File: config.mk
export PLATFORM = sky130hd
export DESIGN_NAME = dec_entry_flat
export DESIGN_NICKNAME = d
export VERILOG_FILES = /design/src/rtl/dec_entry_pkg.sv /design/src/rtl/dec_entry_if.sv /design/src/rtl/dec_entry_debounce.sv /design/src/rtl/dec_hex.sv /design/src/rtl/dec_entry.sv /design/src/flat_wrapper.sv
export SDC_FILE = /design/constraint.sdc
export NUM_CORES = 1
export LEC_CHECK = 0
export ABC_AREA = 1
export BUFFER_PORTS_ARGS = -buffer_cell sky130_fd_sc_hd__buf_2
export CAP_MARGIN = 20
export CORE_MARGIN = 2
export CORE_UTILIZATION = 40
export CTS_CLUSTER_DIAMETER = 30
export DETAILED_ROUTE_END_ITERATION = 10
export HOLD_SLACK_MARGIN = 0.1
export PLACE_DENSITY = 0.62
export REMOVE_ABC_BUFFERS = 1
export SETUP_SLACK_MARGIN = 0.5
export SYNTH_ARGS = -nofsm -noshare
export SYNTH_HDL_FRONTEND = slang
export SYNTH_SLANG_ARGS = --single-unit
File: constraint.sdc
create_clock -name clk100_i -period 3.9 [get_ports clk100_i]
set_clock_uncertainty 0.2 [all_clocks]
set_input_delay 0.195 -clock clk100_i [delete_from_list [all_inputs] [get_ports clk100_i]]
set_output_delay 0.195 -clock clk100_i [all_outputs]
set_load 0.01 [all_outputs]
File: src/rtl/dec_entry_pkg.sv
// Shared types and constants for the decimal keypad-entry block.
package dec_entry_pkg;
    typedef enum logic {ST_ENTRY, ST_CONV} state_t;

    localparam int         MAX_DIGITS = 3;
    localparam logic [1:0] MAX_CNT    = 2'd3;
    localparam logic [3:0] BCD_MAX    = 4'd9;
    localparam logic [9:0] VALUE_MAX  = 10'd255;
    localparam int         ERR_BIT    = 8;
    localparam int         BUSY_BIT   = 9;
    localparam int         KEY_PUSH   = 0;
    localparam int         KEY_BS     = 1;
    localparam int         KEY_COMMIT = 2;

    // acc*10 + d without a multiplier
    function automatic logic [9:0] mul10_add(input logic [9:0] acc, input logic [3:0] d);
        return (acc << 3) + (acc << 1) + {6'd0, d};
    endfunction
endpackage

File: src/rtl/dec_entry_if.sv
// Board-side switches, keys, LEDs and hex displays of the entry block.
interface dec_entry_if;
    logic [9:0] sw_i;
    logic [2:0] key_i;
    logic [9:0] ledr_o;
    logic [6:0] hex0_o;
    logic [6:0] hex1_o;
    logic [6:0] hex2_o;

    modport master (output sw_i, key_i, input ledr_o, hex0_o, hex1_o, hex2_o);
    modport slave  (input sw_i, key_i, output ledr_o, hex0_o, hex1_o, hex2_o);
endinterface

File: src/rtl/dec_entry_debounce.sv
// Per-key conditioning: 2-FF synchroniser, stable counter, one-cycle press pulse.
module key_debounce #(
    parameter int DEBOUNCE_CYCLES = 1000000
) (
    input  logic i_clk,
    input  logic i_rst,
    input  logic i_key_n,
    output logic o_press
);
    localparam int CW = $clog2(DEBOUNCE_CYCLES + 1);

    logic [1:0]    r_sync;
    logic          r_level;
    logic [CW-1:0] r_cnt;
    logic          r_press;

    always_ff @(posedge i_clk or posedge i_rst) begin
        if (i_rst) begin
            r_sync  <= 2'b11;
            r_level <= 1'b1;
            r_cnt   <= '0;
            r_press <= 1'b0;
        end else begin
            r_sync  <= {r_sync[0], i_key_n};
            r_press <= 1'b0;
            if (r_sync[1] == r_level) begin
                r_cnt <= '0;
            end else if (r_cnt == CW'(DEBOUNCE_CYCLES - 1)) begin
                // old level high means this is a press, not a release
                r_level <= r_sync[1];
                r_cnt   <= '0;
                r_press <= r_level;
            end else begin
                r_cnt <= r_cnt + 1'b1;
            end
        end
    end

    assign o_press = r_press;
endmodule

File: src/rtl/dec_hex.sv
// BCD/hex to active-low 7-segment decoder, segments ordered gfedcba.
module dec_hex (
    input  logic [3:0] i_bcd,
    output logic [6:0] o_seg
);
    always_comb begin
        o_seg = 7'b1111111;
        case (i_bcd)
            4'h0: o_seg = 7'b1000000;
            4'h1: o_seg = 7'b1111001;
            4'h2: o_seg = 7'b0100100;
            4'h3: o_seg = 7'b0110000;
            4'h4: o_seg = 7'b0011001;
            4'h5: o_seg = 7'b0010010;
            4'h6: o_seg = 7'b0000010;
            4'h7: o_seg = 7'b1111000;
            4'h8: o_seg = 7'b0000000;
            4'h9: o_seg = 7'b0010000;
            4'hA: o_seg = 7'b0001000;
            4'hB: o_seg = 7'b0000011;
            4'hC: o_seg = 7'b1000110;
            4'hD: o_seg = 7'b0100001;
            4'hE: o_seg = 7'b0000110;
            default: o_seg = 7'b0001110;
        endcase
    end
endmodule

File: src/rtl/dec_entry.sv
// Collects up to three BCD digits from the keypad and converts them to binary on commit.
module dec_entry
    import dec_entry_pkg::*;
#(
    parameter int DEBOUNCE_CYCLES = 1000000
) (
    input logic        clk100_i,
    input logic        rst_i,
    dec_entry_if.slave bus
);
    logic [2:0]      w_press;
    logic [3:0]      w_digit;
    logic [9:0]      w_acc_next;
    logic [2:0][6:0] w_seg;

    state_t          r_state;
    logic [2:0][3:0] r_dig;
    logic [1:0]      r_cnt;
    logic [1:0]      r_idx;
    logic [9:0]      r_acc;
    logic [7:0]      r_value;
    logic            r_err;
    logic            r_busy;

    key_debounce #(.DEBOUNCE_CYCLES(DEBOUNCE_CYCLES)) u_key[2:0] (
        .i_clk   (clk100_i),
        .i_rst   (rst_i),
        .i_key_n (bus.key_i),
        .o_press (w_press)
    );

    // oldest digit first so the accumulator builds most-significant first
    always_comb begin
        w_digit = r_dig[0];
        case (r_idx)
            2'd0:    w_digit = r_dig[2];
            2'd1:    w_digit = r_dig[1];
            default: w_digit = r_dig[0];
        endcase
    end

    assign w_acc_next = mul10_add(r_acc, w_digit);

    always_ff @(posedge clk100_i or posedge rst_i) begin
        if (rst_i) begin
            r_state <= ST_ENTRY;
            r_dig   <= '0;
            r_cnt   <= '0;
            r_idx   <= '0;
            r_acc   <= '0;
            r_value <= '0;
            r_err   <= 1'b0;
            r_busy  <= 1'b0;
        end else begin
            case (r_state)
                ST_ENTRY: begin
                    if (w_press[KEY_COMMIT]) begin
                        if (r_cnt != 2'd0) begin
                            r_state <= ST_CONV;
                            r_idx   <= '0;
                            r_acc   <= '0;
                            r_busy  <= 1'b1;
                        end
                    end else if (w_press[KEY_BS]) begin
                        if (r_cnt != 2'd0) begin
                            r_dig <= {4'd0, r_dig[2], r_dig[1]};
                            r_cnt <= r_cnt - 1'b1;
                            r_err <= 1'b0;
                        end
                    end else if (w_press[KEY_PUSH]) begin
                        if (bus.sw_i[3:0] > BCD_MAX) begin
                            r_err <= 1'b1;
                        end else if (r_cnt != MAX_CNT) begin
                            r_dig <= {r_dig[1], r_dig[0], bus.sw_i[3:0]};
                            r_cnt <= r_cnt + 1'b1;
                            r_err <= 1'b0;
                        end
                    end
                end
                ST_CONV: begin
                    r_acc <= w_acc_next;
                    r_idx <= r_idx + 1'b1;
                    if (r_idx == 2'(MAX_DIGITS - 1)) begin
                        if (w_acc_next <= VALUE_MAX) begin
                            r_value <= w_acc_next[7:0];
                            r_err   <= 1'b0;
                        end else begin
                            r_err   <= 1'b1;
                        end
                        r_dig   <= '0;
                        r_cnt   <= '0;
                        r_busy  <= 1'b0;
                        r_state <= ST_ENTRY;
                    end
                end
                default: r_state <= ST_ENTRY;
            endcase
        end
    end

    dec_hex u_hex[2:0] (
        .i_bcd (r_dig),
        .o_seg (w_seg)
    );

    assign bus.ledr_o = {r_busy, r_err, r_value};
    assign bus.hex0_o = w_seg[0];
    assign bus.hex1_o = w_seg[1];
    assign bus.hex2_o = w_seg[2];
endmodule

File: src/flat_wrapper.sv
// flat-port wrapper written by rule: the top's interface ports become plain ports
module dec_entry_flat import dec_entry_pkg::*;
#(
    parameter int DEBOUNCE_CYCLES = 1000000
)
  (clk100_i, rst_i, bus_sw_i, bus_key_i, bus_ledr_o, bus_hex0_o, bus_hex1_o, bus_hex2_o);
  dec_entry_if bus_i ();
  input logic clk100_i;
  input logic rst_i;
  input wire logic [$bits(bus_i.sw_i)-1:0] bus_sw_i;
  input wire logic [$bits(bus_i.key_i)-1:0] bus_key_i;
  output wire logic [$bits(bus_i.ledr_o)-1:0] bus_ledr_o;
  output wire logic [$bits(bus_i.hex0_o)-1:0] bus_hex0_o;
  output wire logic [$bits(bus_i.hex1_o)-1:0] bus_hex1_o;
  output wire logic [$bits(bus_i.hex2_o)-1:0] bus_hex2_o;
  assign bus_i.sw_i = bus_sw_i;
  assign bus_i.key_i = bus_key_i;
  assign bus_ledr_o = bus_i.ledr_o;
  assign bus_hex0_o = bus_i.hex0_o;
  assign bus_hex1_o = bus_i.hex1_o;
  assign bus_hex2_o = bus_i.hex2_o;
  dec_entry #(.DEBOUNCE_CYCLES(DEBOUNCE_CYCLES)) u_core (.clk100_i(clk100_i), .rst_i(rst_i), .bus(bus_i));
endmodule
# ---- Word level (Yosys, flattened, before mapping)
# Memory sizes are Yosys's and may differ from the RTL's.
# Cells that the tools add are included.
dict set report op_classes {
  n_addsub 8
  n_lt_le_gt_ge 2
  n_eq_ne 18
  muxes 52
  bitwise_logic 4
  reduce_logical 10
}
# operator n
set ops {}
lappend ops {{$mux 20} 6}
lappend ops {{$mux 12} 7}
lappend ops {{$add 20x1->20 const B} 3}
lappend ops {{$eq 20x20->1 const B} 3}
lappend ops {{$pmux 12 s2} 1}
lappend ops {{$mux 1} 20}
lappend ops {{$mux 2} 9}
lappend ops {{$mux 9} 2}
lappend ops {{$pmux 9 s2} 1}
lappend ops {{$add 10x10->10} 1}
lappend ops {{$add 10x4->10} 1}
lappend ops {{$le 10x8->1 const B} 1}
lappend ops {{$ne 2x2->1 const B} 4}
lappend ops {{$pmux 2 s2} 2}
lappend ops {{$pmux 4 s2} 1}
lappend ops {{$reduce_and 2->1} 4}
lappend ops {{$ne 3x2->1 const B} 2}
lappend ops {{$ne 3x3->1 const B} 2}
lappend ops {{$pmux 1 s2} 3}
lappend ops {{$reduce_and 3->1} 2}
lappend ops {{$reduce_and 6->1} 1}
lappend ops {{$reduce_and 5->1} 1}
lappend ops {{$add 2x1->2 const B} 2}
lappend ops {{$gt 4x4->1 const B} 1}
lappend ops {{9 further kinds} 14}
dict set report word_totals {
  reg_bits 108
  romBits 336
  out_inout_bits 31
  n_memories 3
}
# name words width read_ports rd_ports_with_merged_regs wr line_no
set memory_table {}
lappend memory_table {{(no name shown)} 16 7 1 0 0 dec_hex.sv:8} ;# case (i_bcd)
lappend memory_table {{(no name shown)} 16 7 1 0 0 dec_hex.sv:8}
lappend memory_table {{(no name shown)} 16 7 1 0 0 dec_hex.sv:8}

# ---- Depth between registers and ports, before layout
dict set report depth {
  ltp_word 7
  ltp_mapped 20
  mapped_depth_nobuf 19
}

# ---- Hierarchy
# A second synthesis with hierarchy kept.
dict set report hier_totals {
  hier_cells 917
  area_unflattened_um2 7001.7
}
# module n_inst cells_per_inst area_each_um2 seq_area_each_um2
set modules_own_cells {}
lappend modules_own_cells {key_debounce 3 165 1321.3 604.3}
lappend modules_own_cells {dec_entry 1 275 2212.1 900.9}
lappend modules_own_cells {{dec_hex (u_core.u_hex[1] ...)} 2 49 274.0 0.0}
lappend modules_own_cells {{dec_hex (u_core.u_hex[0])} 1 49 277.8 0.0}

# ---- Least setup slack after synthesis
# No wires, ideal clock.
dict set report synth_path {
  path_kind {reg-to-reg}
  startpoint {reg u_core.r_idx[0]}
  endpoint {reg u_core.r_err}
  setup_time_ns 0.113
  arrival_time_ns 2.630
  setup_slack_ns 0.957
  stages_incl_launch_ff 19
  path_cell_list {dfrtp_1 > inv_1 > ha_1 > inv_1 > o22ai_1 > a21oi_1 > fa_1 > fa_1 > inv_1 > nand2_1 > nand2_1 > nand3_1 > nand2_1 > nand2_1 > nand2_1 > buf_2 > nand3_1 > nand2_1 > inv_1}
}
dict set report synth_between {
  elab_chain_len 7
}
# element line_no
set synth_lines {}
lappend synth_lines {{from (decl)} dec_entry.sv:19} ;# logic [1:0] r_idx;
lappend synth_lines {{from (signal assigned)} dec_entry.sv:82} ;# r_idx <= r_idx + 1'b1;
lappend synth_lines {{$eq 2x1->1 / $logic_not 2->1 (equally long branches)} dec_entry.sv:35} ;# case (r_idx)
lappend synth_lines {{$pmux 4 s2} dec_entry.sv:35}
lappend synth_lines {{$add 10x4->10} dec_entry_pkg.sv:17} ;# return (acc << 3) + (acc << 1) + {6'd0, d};
lappend synth_lines {{$le 10x8->1} dec_entry.sv:84} ;# if (w_acc_next <= VALUE_MAX) begin
lappend synth_lines {{$mux 1} dec_entry.sv:84}
lappend synth_lines {{$mux 1} dec_entry.sv:83} ;# if (r_idx == 2'(MAX_DIGITS - 1)) begin
lappend synth_lines {{$pmux 1 s2} dec_entry.sv:55} ;# case (r_state)
lappend synth_lines {{to (signal assigned)} dec_entry.sv:52} ;# r_err <= 1'b0;
lappend synth_lines {{to (signal assigned)} dec_entry.sv:86} ;# r_err <= 1'b0;
lappend synth_lines {{to (signal assigned)} dec_entry.sv:88} ;# r_err <= 1'b1;
lappend synth_lines {{to (decl)} dec_entry.sv:22} ;# logic r_err;
# Several ways; a longest one is shown, not always the timed one. The select of a mux whose other input is x is not followed.
# A chain may end at the register's enable or synchronous reset.

# ---- Final worst setup path
dict set report layout_path {
  startpoint {reg u_core.r_idx[0]}
  endpoint {reg u_core.r_value[7]}
}
dict set report layout_between {
  elab_chain_len 5
}
# element line_no
set layout_lines {}
lappend layout_lines {{$eq 2x1->1 / $logic_not 2->1 (equally long branches)} dec_entry.sv:35}
lappend layout_lines {{$pmux 4 s2} dec_entry.sv:35}
lappend layout_lines {{$add 10x4->10} dec_entry_pkg.sv:17}
lappend layout_lines {{$le 10x8->1} dec_entry.sv:84}
lappend layout_lines {{$reduce_and 3->1 (no source line)} -}
lappend layout_lines {{to (signal assigned)} dec_entry.sv:85} ;# r_value <= w_acc_next[7:0];
lappend layout_lines {{to (decl)} dec_entry.sv:21} ;# logic [7:0] r_value;
# Several ways; a longest one is shown, not always the timed one.

==> impl_results.md <==
- P_int: 0.001737 W
- Least-Margin Pin Slew: 0.5720 ns
- Vias: roughly 5300
- Syn_area_per_cell: 7.850 um2
- Util after Layout: 46.38%
- Switching part of the total power: 20.95%
- CP Class: reg -> reg
- Min cycle time layout: between 3 and 4 ns
- Fillers: 1609
- CP max stage cell: fa_1
- Area leader, netlist: dfrtp_1
- Synthesis-stage register bit count: 108
- CP required: 3.93 ns
- Max Slew Vio Count: 0
- Max incr delay on CP: 0.48 ns
- Clock network fraction of total power: roughly 45%
- Initial antenna violation count: 0
- Sequential power share: a little over half
- Number of global-route vias before repair: 4987
- GRT overflow: 0
- Drt drc: 0
- Number of cells produced by synthesis: 836
- # diodes: 0
- Most common cell in the synthesized netlist: nand2_1
- GRT Total Usage: 15.87%
- Mapped cell area: 6563 um2
- Primary FF master, synth: dfrtp_1
- Seq/Total Area, Yosys: approximately two fifths
- Placer congestion estimate: 0.8487
- Synth warn: 0
- Commonest cells post-synth: 175 x nand2_1, 112 x nor2_1, 111 x inv_1
- Global-route wire length before repair: 23210 um
- Critical-path maximum fanout: 11
- Critical path startpoint category: flip-flop
- 1st-iter DRT viols: approximately 280
- Worst hold path type: reg -> reg
- Max-slew headroom: 61.87%
- Worst-path cell chain: inv_1 -> ha_1 -> inv_1 -> o22ai_1 -> a21oi_2 -> fa_1 -> fa_1 -> inv_1 -> nand2_1 -> nand2_1 -> nand3_1 -> nand2_1 -> nand2_1 -> nand2_4 -> nand3_4 -> nand2_1 -> nand2_1
- CP dominant cell by count: nand2_1
- Peak supply drop: ~0.21 mV
- Routed len/inst: 11.91 um
- Netlist cell types: 44
- Pwr Density: 297.2 nW/um2
- CTS root buffer: clkbuf_16
- RSZ-0062 raised after global routing: false
- Post-synth EDFFs: 0
- # setup viols final: 0
- Yosys top cell area share: between 30% and 40%
- Final Hold Viols: 0
- Die width: 132.1 um
- R2R setup slack: 0.72 ns
- H-tree levels: 3
- Rows: 46
- Multi-input logic area: 3332 um2
- Num ports: 46
- # clock sinks: 108
- Design Power: 0.002197 W
- Clk slew on worst S/H paths: 0.07 ns
- Max-cap violation count: 0
- Share of flip-flops with an asynchronous set or reset: 100.0%
- Setup TNS: 0 ns
- P_sw: 0.0004604 W
- Crit end category: flip-flop
- CTS Buffer Depth: 2
- Later-pin clock latency in the skew report: between 0.3 and 0.4 ns
- Final net count: ~940
- ANT nets after route: 0
- Area growth from synthesis to layout: 12.68%
- Pin count of the biggest net entering global routing: between 100 and 150
- P_leak: 3.516 nW
- Routed WL: 13150 um
- DP HPWL: 9601 um
- Combinational power share: 3.3%
- Run status: complete, no violations
- Post-CTS Setup Repair Bufs: 0
- Vias/cell: just under 5
- CTS tree: built
- Die Ht: 132.1 um
- Inserted Clock Buffers: 9
- Fmax achieved: 314.0 MHz
- Storage cell area: approximately 2700 um2
- Final period util: 81.66%
- I/O Buffers: 39
- Worst path arrival time: ~3.2 ns
- Initial core utilization: 41.16%
- Layout cells sized above 1: approximately an eighth
- DR pass1 iterations: 4
- Core area: 15940 um2
- Total Die Area: 17450 um2
- Top post-synthesis cells by area: dfrtp_1 38%, nand2_1 10%, ha_1 7.2%
[per-layer routing]
metal  track usage (%)  vias to the layer above  wire (um)
met5                 0                        -          0
met2             25.49                       69       5783
met1             21.99                     2453       6790
met4             5.857                        0        219
li1                  -                     2787          -
met3             2.038                       14        354
[power groups by stage]
stage | clock network (W) | logic [W] | registers (W)
detailed placement | 0 | 0.0000683 | 0.00116
global route | 0.00105 | 0.0000839 | 0.00114
finish | 0.000983 | 0.0000716 | 0.00114
CTS | 0.00101 | 0.0000747 | 0.00114
floorplan | 0 | 0.0000456 | 0.00116
global placement | 0 | 0.0000678 | 0.00116
[worst max-delay path, delay by kind of cell (launching register included)]
kind / cells / cell delay (ns)
adders and majority gates: 3 / 1.17
and+or+nand+nor: 9 / 0.79
DFF: 1 / 0.39
buffers and inverters: 3 / 0.26
AOI/OAI and AO/OA: 2 / 0.24
[area by class of cell]
| cell class | instances | share of cell area [%] |
|---|---|---|
| Sequential cell | 108 | 36.70 |
| Clock buffer | 12 | 3.333 |
| Timing Repair Buffer | 50 | 4.196 |
| Multi-Input combinational cell | 595 | 45.06 |
| Tap cell | 216 | 3.655 |
| Clock inverter | 4 | 0.9814 |
| Inverter | 119 | 6.074 |
[what timing repair did]
action                                  in CTS  in global routing
hold endpoints to repair                   106                  0
endpoints found under the setup margin       8                  8
hold buffers                                 8                  0
cloned                                       0                  0
pin swaps                                    0                  1
gates resized for setup                      1                  5
[final timing paths]
| kind | cells past startpoint | end | start |
|---|---|---|---|
| worst max-delay path | 17 | u_core.r_value[7] | u_core.r_idx[0] |
| worst min-delay path | 0 | u_core.u_key[1].r_sync[1] | u_core.u_key[1].r_sync[0] |
| worst max register to register | 17 | u_core.r_value[7] | u_core.r_idx[0] |
| worst min register to register | 0 | u_core.u_key[1].r_sync[1] | u_core.u_key[1].r_sync[0] |
| max in group asynchronous | 4 | u_core.r_value[6] | rst_i |
| min in group asynchronous | 4 | u_core.u_key[2].r_cnt[19] | rst_i |
[state kept, by name, summed over array words and instances (netlist names)]
| register | count |
|---|---|
| u_core.u_key.r_cnt | 60 |
| u_core.r_dig | 12 |
| u_core.r_acc | 9 |
| u_core.r_value | 8 |
| u_core.u_key.r_sync | 6 |
| u_core.u_key.o_press | 3 |
| u_core.u_key.r_level | 3 |
| u_core.r_cnt | 2 |
| u_core.r_idx | 2 |
| u_core.r_busy | 1 |
| u_core.r_err | 1 |
| u_core.r_state | 1 |
[per-stage QoR]
| step | setup slack, ns | cells | cell area, um2 | hold WS, ns |
|---|---|---|---|---|
| global placement | 0.4709 | 1080 | 6974 | 0.1010 |
| detailed placement | 0.4445 | 1080 | 6974 | 0.1012 |
| CTS | 0.5643 | 1104 | 7376 | 0.1558 |
| finish | 0.7154 | 1104 | 7395 | 0.1551 |
| floorplan | 0.6743 | 822 | 6471 | -0.0005223 |
| global route | 0.5176 | 1104 | 7395 | 0.1637 |
[logic make-up after synthesis]
group	count (synthesis)	synth area share [%]
AOI/OAI and AO/OA	94	8.828
xor gates and xnor gates	34	4.538
adders and majority gates	40	7.855
buffers and inverters	133	8.198
DFF	108	41.35
and+or+nand+nor	427	29.23
[placed cells by master (no fill, tap or decap), types with 3 or more instances in the layout]
cell type and n:
nand4_1 22, o21ai_2 11, nand2_1 174, a22o_1 4, clkbuf_16 9, nor2_4 3
ha_1 38, dfstp_2 9, o22ai_1 3, o221ai_1 3, buf_2 39, xor2_1 26
dlygate4sd3_1 8, dfrtp_1 99, o21ai_0 29, nand3_1 62, nor2_2 9, xnor2_1 8
nor3_1 23, clkinv_1 3, nor2_1 111, nand2_2 6, o31ai_1 4, inv_1 109
inv_2 6, a21oi_1 29, nand3_2 7
Note: power is estimated with default switching activity, not from simulation.
